$ cat src/rtl/switch_conditioner.sv
// Raw switch conditioner: 2-flop synchronizer, shared tick prescaler, per-bit
// debounce counters, registered press/release pulses and sticky press flags.
module switch_conditioner #(
  parameter int unsigned WIDTH        = 8,
  parameter int unsigned PRESCALE     = 256,
  parameter int unsigned STABLE_TICKS = 4
) (
  input  logic             clk,
  input  logic             reset,
  input  logic [WIDTH-1:0] sw_raw,
  input  logic [WIDTH-1:0] ack_mask,
  output logic [WIDTH-1:0] sw_level,
  output logic [WIDTH-1:0] sw_press,
  output logic [WIDTH-1:0] sw_release,
  output logic [WIDTH-1:0] sw_latched
);

  localparam int unsigned PW = (PRESCALE > 2) ? $clog2(PRESCALE) : 1;
  localparam int unsigned CW = (STABLE_TICKS > 1) ? $clog2(STABLE_TICKS + 1) : 1;
  localparam logic [PW-1:0] PRE_LAST = PW'(PRESCALE - 1);
  localparam logic [CW-1:0] CNT_LAST = CW'(STABLE_TICKS - 1);

  logic [WIDTH-1:0] sync1;
  logic [WIDTH-1:0] sync2;
  logic [PW-1:0]    pre_cnt;
  logic [CW-1:0]    cnt      [WIDTH];
  logic [CW-1:0]    cnt_next [WIDTH];
  logic [WIDTH-1:0] level_next;
  logic [WIDTH-1:0] press_next;
  logic [WIDTH-1:0] release_next;
  logic [WIDTH-1:0] latched_next;
  logic             tick_c;

  assign tick_c = (pre_cnt == PRE_LAST);

  // Debounce decision per bit; a matching sample always discards partial counts.
  always_comb begin
    level_next = sw_level;
    cnt_next   = cnt;
    for (int i = 0; i < int'(WIDTH); i++) begin
      if (sync2[i] == sw_level[i]) begin
        cnt_next[i] = '0;
      end else if (tick_c && (cnt[i] == CNT_LAST)) begin
        level_next[i] = sync2[i];
        cnt_next[i]   = '0;
      end else if (tick_c) begin
        cnt_next[i] = CW'(cnt[i] + CW'(1));
      end
    end
    press_next   = level_next & ~sw_level;
    release_next = ~level_next & sw_level;
    // Set wins over a same-edge acknowledge.
    latched_next = (sw_latched & ~ack_mask) | press_next;
  end

  always_ff @(posedge clk or negedge reset) begin
    if (!reset) begin
      sync1      <= '0;
      sync2      <= '0;
      pre_cnt    <= '0;
      sw_level   <= '0;
      sw_press   <= '0;
      sw_release <= '0;
      sw_latched <= '0;
      for (int i = 0; i < int'(WIDTH); i++) begin
        cnt[i] <= '0;
      end
    end else begin
      sync1      <= sw_raw;
      sync2      <= sync1;
      pre_cnt    <= tick_c ? '0 : PW'(pre_cnt + PW'(1));
      sw_level   <= level_next;
      sw_press   <= press_next;
      sw_release <= release_next;
      sw_latched <= latched_next;
      for (int i = 0; i < int'(WIDTH); i++) begin
        cnt[i] <= cnt_next[i];
      end
    end
  end

endmodule
$ cat config.mk
export PLATFORM = sky130hd
export DESIGN_NAME = switch_conditioner
export DESIGN_NICKNAME = d
export VERILOG_FILES = /design/src/rtl/switch_conditioner.sv
export SDC_FILE = /design/constraint.sdc
export NUM_CORES = 1
export LEC_CHECK = 0
export ABC_AREA = 1
export CAP_MARGIN = 20
export CORE_MARGIN = 1.5
export CORE_UTILIZATION = 42
export CTS_CLUSTER_SIZE = 30
export DETAILED_ROUTE_END_ITERATION = 7
export HOLD_SLACK_MARGIN = 0.05
export SYNTH_ARGS = -nofsm -noshare
export SYNTH_HDL_FRONTEND = slang
export SYNTH_SLANG_ARGS = --single-unit
$ cat constraint.sdc
create_clock -name clk -period 2.2 [get_ports clk]
set_clock_uncertainty 0.2 [all_clocks]
set_input_delay 0.33 -clock clk [delete_from_list [all_inputs] [get_ports clk]]
set_output_delay 0.33 -clock clk [all_outputs]
set_load 0.005 [all_outputs]
# Yosys cells after proc, flatten, opt, wreduce, memory -nomap -nowiden
# Index checks and enable logic that the tools add are counted.
word_totals:
  inputBits: 18
  out_inout_bits: 32
  elab_cells: 105
  reg_bits: 80
op_classes:
  n_addsub: 9
  n_mux: 41
  reduce_logical: 16
  eq_ne: 17
  n_bitwise: 7
ops:
  columns: ["op", "n"]
  rows:
  - ["$mux 3", 24]
  - ["$add 3x1->3 const B", 8]
  - ["$and 8x8->8", 3]
  - ["$eq 3x2->1 const B", 8]
  - ["$not 8->8", 3]
  - ["$reduce_bool 3->1", 8]
  - ["$mux 1", 16]
  - ["$add 8x1->8 const B", 1]
  - ["$eq 1x1->1", 8]
  - ["$eq 8x8->1 const B", 1]
  - ["$logic_and 1x1->1", 8]
  - ["$mux 8", 1]
  - ["$or 8x8->8", 1]

# Depth between registers and ports, before layout
# Gate-level depths: netlist (run 1).
logic_depth:
  word_depth: 6
  depth_mapped: 8
  ltp_nobuf: 7

# Worst setup path after synthesis (run 1)
# Ideal clock, no wire load.
synth_path:
  path_type: "flip-flop to flip-flop"
  startpoint: "register pre_cnt[0]"
  endpoint: "register sw_level[2]"
  required_time_ps: 1883
  period_less_slack_ps: 1493
  stages_incl_launch_ff: 8
  t_arrival_ps: 1176
  path_buffers: 1
  slack_ps: 707
  setup_time_ps: 117
  path_cell_list: "dfrtp_1 > ha_1 > nand2_1 > nor2_2 > buf_4 > nand3_1 > nand2_1 > nand2_1"
synth_via:
  elab_chain_cells: 4
synth_rtl:
  columns: ["item", "line_no", "text"]
  rows:
  - ["from (decl)", "25", "logic [PW-1:0] pre_cnt;"]
  - ["from (signal assigned)", "71", "pre_cnt <= tick_c ? '0 : PW'(pre_cnt + PW'(1));"]
  - ["$eq 8x8->1", "34", "assign tick_c = (pre_cnt == PRE_LAST);"]
  - ["$logic_and 1x1->1", "43", "end else if (tick_c && (cnt[i] == CNT_LAST)) begin"]
  - ["$mux 1", "43", null]
  - ["$mux 1", "41", "if (sync2[i] == sw_level[i]) begin"]
  - ["via level_next[2]", "28", "logic [WIDTH-1:0] level_next;"]
  - ["to (signal assigned)", "72", "sw_level <= level_next;"]
  - ["to (decl)", "12", "output logic [WIDTH-1:0] sw_level,"]
# The timed path passes the listed nets, and every way through them passes these cells.
# A chain may end at the register's enable or synchronous reset.

# Worst setup path in the final report (run 1)
layout_path:
  startpoint: "register sw_level[2]"
  endpoint: "output port sw_level[2]"
# No word-level cell between the ends.

==> out/results.ini, run 1 <==
[layout]
area_growth_pct=24.9
fin_util_pct=54.3
fill_cells=705
layout-drive-gt1-share_pct=7.62
antennaDiodeCount=0
fin_nets=455

[setup_path]
reg2reg_setup_slack_ns=0.46
endpoint_kind=primary output
path_buf_inv=1
critPathKind=flop to primary output
cp_max_fo=4
start_kind=flop
critPathTopFamily=buffers and inverters
crit_slowest_cell=clkdlybuf4s50_1
startpoint=sw_level[2]
r2r_cells=8
cpPeakStageDelay_ns=0.52
path_cells=clkdlybuf4s50_1
arrival_ns=1.24
required_ns=1.67
reg2reg_from=pre_cnt[0]
timing.rr.end=cnt[3]

[grt]
track_usage_pct=14.9
overflow=0
grt_pass1_vias=2355
grt_pass1_wl_um=10000
grt_max_degree=81
antenna_found_initial=0

[floorplan]
die_area_um2=8530
start_util_pct=43.4
num_rows=32
core_region_area_um2=7730
die_h_um=92.4
die_w_um=92.4
io_pins=50

[synth]
syn_avg_cell_area_um2=9.05
synth_edf_count=0
yosys_warnings=0
synth_ff_type=dfrtp_1
synth_area_um2=3360
ys_async_sr_fraction_pct=100
synth_cell_types=17
synthesis.nets=398
ys_top_cells_by_area=dfrtp_1 60%, nand2_1 10%, inv_1 6.7%, nand3_1 5.4%, nor2_1 5.0%
ys_ff_latch=80
netlist.top_cell.by_area=dfrtp_1
synthTopCellsByCount=93 x nand2_1, 80 x dfrtp_1, 60 x inv_1, 45 x nor2_1, 36 x nand3_1
yosysTopAreaCellShare_pct=59.7
synth_cells=371
ys_seq_area_share_pct=59.7
synth_most_common_cell=nand2_1

[timing]
setup_slack_ns=0.427
setup_viol=0
hold_violations=0
fin_crit_sh_pct=80.6
final.setup.tns_ns=0
maxSlewHeadroom_pct=72.7
fin_crit_ns=1.77
rsz0062_at_grt=no
worst_pin_slew_ns=0.410
fmax_mhz=564
drv_slew=0
timing.hold.ws_ns=0.153

[power]
ir_drop_v=0.000413
leakagePower_nw=2.15
power_density_nw_per_um2=637
power_mw=2.67

[status]
status=completed

[clock_network]
cts_buffers=9
cts_tree=done
cts.sinks=80
cts_max_level=3
cts-root-buf=clkbuf_8
clockBufferDepth=2
clk_pin_slew_worst_paths_ns=0.08
clock_latency_ns=0.34

[placed_design]
routabilityCongestion=0.713
dp.final_hpwl_um=3660
io_buffer_count=49
place_ws_ns=0.460

[detailed_routing]
ant_nets=0
drcViolationCount=0
wl_per_cell_um=10.4
drt-initial-drc-count=62
viasPerCell=4.54
drt-pass1-iter-count=4
wirelength_um=5540
vias=2428

[worst_hold_path]
whs_endpoint=sync2[7]
holdPathStages=0
min_path_type=flop to flop
hp-start=sync1[7]

[job]
drv_cap=0

## sequential cells by signal, indices dropped and copies added, names as in the netlist
signal and count:
sw_press 8, sw_level 8, sw_latched 8, pre_cnt 8
sw_release 8, sync2 8, cnt 24, sync1 8
## cell type report
cell class	count	area (um2)	share of cell area [%]
Multi-Input combinational cell	221	1080	25.7
Clock buffer	11	151	3.61
Tap cell	102	128	3.04
Sequential cell	80	2000	47.7
Inverter	60	225	5.37
Timing Repair Buffer	56	556	13.2
Clock inverter	5	55.1	1.31
## per-stage QoR
step           cells  cell area, um2
2_1_floorplan    371            3360
3_3_place_gp     518            3980
3_5_place_dp     518            3980
4_1_cts          535            4190
5_1_grt          535            4190
6_report         535            4190
## kinds of logic after synthesis
logic type | after synthesis | share of synthesized area (%)
XOR/XNOR | 2 | 0.522
adder cells (fa/ha/maj) | 9 | 3.36
AO/OA/AOI/OAI | 11 | 1.64
flip-flops | 80 | 59.7
AND/OR/NAND/NOR | 199 | 26.2
buffers and inverters | 70 | 8.58
## worst max-delay path by stage
stage	to	slack (ns)	cells after the start
after floorplan	sw_level[2]	0.71	7
after global placement	cnt[18]	0.53	8
after detailed placement	cnt[3]	0.46	8
after CTS	sw_level[2]	0.39	1
after global routing	cnt[9]	0.29	8
final	sw_level[2]	0.43	1
## repair_timing
action / in CTS / in global routing
hold buffers: 1 / 0
setup buffers: 0 / 0
hold endpoints to repair: 80 / 0
resized for setup: 0 / 0
## where the power goes
group          switching [mW]  total (mW)  leakage [nW]  internal (mW)
clock                   0.509        1.09         0.101          0.582
combinational          0.0500      0.0872         0.978         0.0372
sequential            0.00773        1.49          1.07           1.48
## placed cells by master, fill, tap and decap left out
cell / count
buf_12: 1
clkinvlp_4: 2
dlygate4sd3_1: 1
nor2_2: 1
nand4_1: 15
buf_4: 6
nor2_4: 2
bufinv_16: 1
clkinv_2: 2
clkdlybuf4s50_1: 48
ha_1: 9
a21oi_1: 3
xnor2_1: 1
nand3_2: 7
dfrtp_1: 80
clkbuf_8: 11
xor2_1: 1
nor2_1: 45
inv_1: 60
nand3_1: 36
nand2_1: 93
o21ai_1: 8
## routing by layer
layer / global-route usage (%) / up-vias / part of all wire [%]
met5: 0 / - / 0
met4: 5.00 / 0 / 0.83
met3: 5.34 / 4 / 3.1
met2: 25.6 / 28 / 49
met1: 17.4 / 1127 / 47
li1: - / 1269 / -
Note: power is estimated with default switching activity, not from simulation.
==> inputs of run 2 (changes only) <==
- PLACE_DENSITY: not set -> 0.67
- clock period: 2.2 -> 1.6 ns (I/O delays scaled with it)
==> run 2 against run 1 <==
- die area is the same
- clock power is 18% higher
- flip-flop and latch count did not move
- utilization increased by 3.7 points
- the run now ends with setup timing left
- critical path type is now flop to flop
- critical path depth grew 7
- sequential share of layout area shrank 3.1 points
- routed wire length grew 11%
==> out/results.ini, run 2 (same netlist as run 1, synthesis figures left out) <==
[timing]
hold_violations=0  ; unchanged
rsz0062_at_grt=yes  ; was no
worst_pin_slew_ns=0.315  ; was 0.410 ns
timing.hold.ws_ns=0.117  ; was 0.153 ns
drv_slew=0  ; unchanged
fmax_mhz=602
setup_slack_ns=-0.0601  ; was 0.427 ns
fin_crit_ns=1.66
setup_viol=29  ; was 0
maxSlewHeadroom_pct=78.9  ; was 72.7%
fin_crit_sh_pct=104

[setup_path]
r2r_cells=8  ; unchanged
start_kind=flop  ; unchanged
required_ns=1.65  ; was 1.67 ns
reg2reg_setup_slack_ns=-0.06  ; was 0.46 ns
arrival_ns=1.71  ; was 1.24 ns
cp_max_fo=7  ; was 4
critPathKind=flop to flop  ; was flop to primary output
endpoint_kind=flop  ; was primary output

[floorplan]
num_rows=32  ; unchanged
die_h_um=92.4  ; unchanged
io_pins=50  ; unchanged
die_area_um2=8530  ; unchanged
die_w_um=92.4  ; unchanged
start_util_pct=43.4  ; unchanged
core_region_area_um2=7730  ; unchanged

[clock_network]
clock_latency_ns=0.35  ; was 0.34 ns
clk_pin_slew_worst_paths_ns=0.08  ; about the same
clockBufferDepth=2  ; unchanged
cts_tree=done  ; unchanged
cts-root-buf=clkbuf_8  ; unchanged
cts.sinks=80  ; unchanged
cts_buffers=9  ; unchanged
cts_max_level=3  ; unchanged

[layout]
fin_util_pct=58.0  ; was 54.3%
fill_cells=702  ; was 705
finalInstanceArea_um2=4480  ; was 4190 um2
layout-drive-gt1-share_pct=18.6  ; was 7.62%
antennaDiodeCount=0  ; unchanged
final_common_cell=nand2_1  ; unchanged
largest_register_ffs=24  ; unchanged
area_growth_pct=33.6  ; was 24.9%
layout_common_cells=88 x nand2_1, 80 x dfrtp_1, 58 x inv_1  ; was 93 x nand2_1, 80 x dfrtp_1, 60 x inv_1
fin_nets=474  ; was 455
largest_register=cnt  ; unchanged

[power]
power_mw=3.47  ; was 2.67 mW
p_clk_share_pct=37.1  ; was 40.9%
switching_share_pct=22.5  ; was 21.2%
seqPwrFrac_pct=59.1  ; was 55.9%
p_switching_mw=0.781  ; was 0.567 mW
p_int_mw=2.69  ; was 2.10 mW
power_density_nw_per_um2=774  ; was 637 nW/um2
leakagePower_nw=2.42  ; was 2.15 nW
ir_drop_v=0.000358  ; was 0.000413 V
combPwrFrac_pct=3.7  ; was 3.3%

[worst_hold_path]
min_path_type=input port to async pin  ; was flop to flop

[detailed_routing]
wirelength_um=6150  ; was 5540 um
wl_per_cell_um=11.1  ; was 10.4 um
viasPerCell=4.69  ; was 4.54
drt-pass1-iter-count=4  ; unchanged
ant_nets=0  ; unchanged
drt-initial-drc-count=95  ; was 62
vias=2596  ; was 2428
drcViolationCount=0  ; unchanged

[placed_design]
io_buffer_count=49  ; unchanged
dpl_cell_area_um2=4050  ; was 3980 um2
place_ws_ns=0.00594  ; was 0.460 ns
routabilityCongestion=0.754  ; was 0.713
dp.final_hpwl_um=3920  ; was 3660 um

[grt]
track_usage_pct=16.2  ; was 14.9%
grt_pass1_vias=2498  ; was 2355
grt_pass1_wl_um=10800  ; was 10000 um
antenna_found_initial=0  ; unchanged
grt_max_degree=36  ; was 81
overflow=0  ; unchanged

[status]
violations=setup timing
status=complete, but fails checks  ; was completed

[job]
drv_cap=0  ; unchanged

run 2: layout make-up:
type	count	area, um2	area share, %
tap	102	128	2.85
clock inverter	6	35.0	0.782
clock buffer	10	138	3.07
sequential	80	2000	44.7
inverter	60	225	5.03
timing repair buffer	75	723	16.1
multi-input combinational	221	1230	27.5
run 2: through the flow:
step / std cells / TNS, ns
6_report: 554 / -0.750
5_1_grt: 554 / -4.06
4_1_cts: 554 / -0.415
3_5_place_dp: 524 / 0
3_3_place_gp: 524 / 0
2_1_floorplan: 371 / 0
run 2: path summary, 6_finish.rpt:
kind / from / end
max in group asynchronous: reset / pre_cnt[4]
worst max register to register: pre_cnt[1] / cnt[8]
min in group clk: sw_raw[2] / sync1[2]
worst min register to register: sync1[0] / sync2[0]
worst min-delay path: reset / sw_press[3]
worst max-delay path: pre_cnt[1] / cnt[8]
run 2: critical path: stages (launching register included):
cell and delay, ns:
dfrtp_1 0.37, ha_2 0.20, nand2_2 0.07, nor2_4 0.23, buf_6 0.15, buf_16 0.13
nand3_1 0.08, nand3_1 0.07, inv_1 0.04
run 2: power groups by stage:
stage / clock [mW] / sequential [mW] / combinational [mW]
after global routing: 1.42 / 2.05 / 0.149
after CTS: 1.34 / 2.05 / 0.131
after detailed placement: 0 / 2.09 / 0.129
after global placement: 0 / 2.09 / 0.127
after floorplan: 0 / 2.09 / 0.0295
final: 1.29 / 2.05 / 0.130
run 2: metal layers:
layer / global-route usage (%) / vias to the layer above / wire [um] / part of all wire [%]
li1: - / 1304 / - / -
met1: 19.8 / 1243 / 2750 / 45
met2: 26.7 / 43 / 3090 / 50
met3: 5.67 / 6 / 246 / 4.0
met4: 5.64 / 0 / 63 / 1.0
met5: 0 / - / 0 / 0
run 2: what timing repair did:
item                                    in CTS  in global routing
buffers inserted                            11                  2
endpoints found under the setup margin      35                 59
cloned                                       2                  1
gates resized for setup                     37                 41
pin swaps                                    1                 11
endpoints found under the hold margin       80                  0
hold buffers                                 1                  0
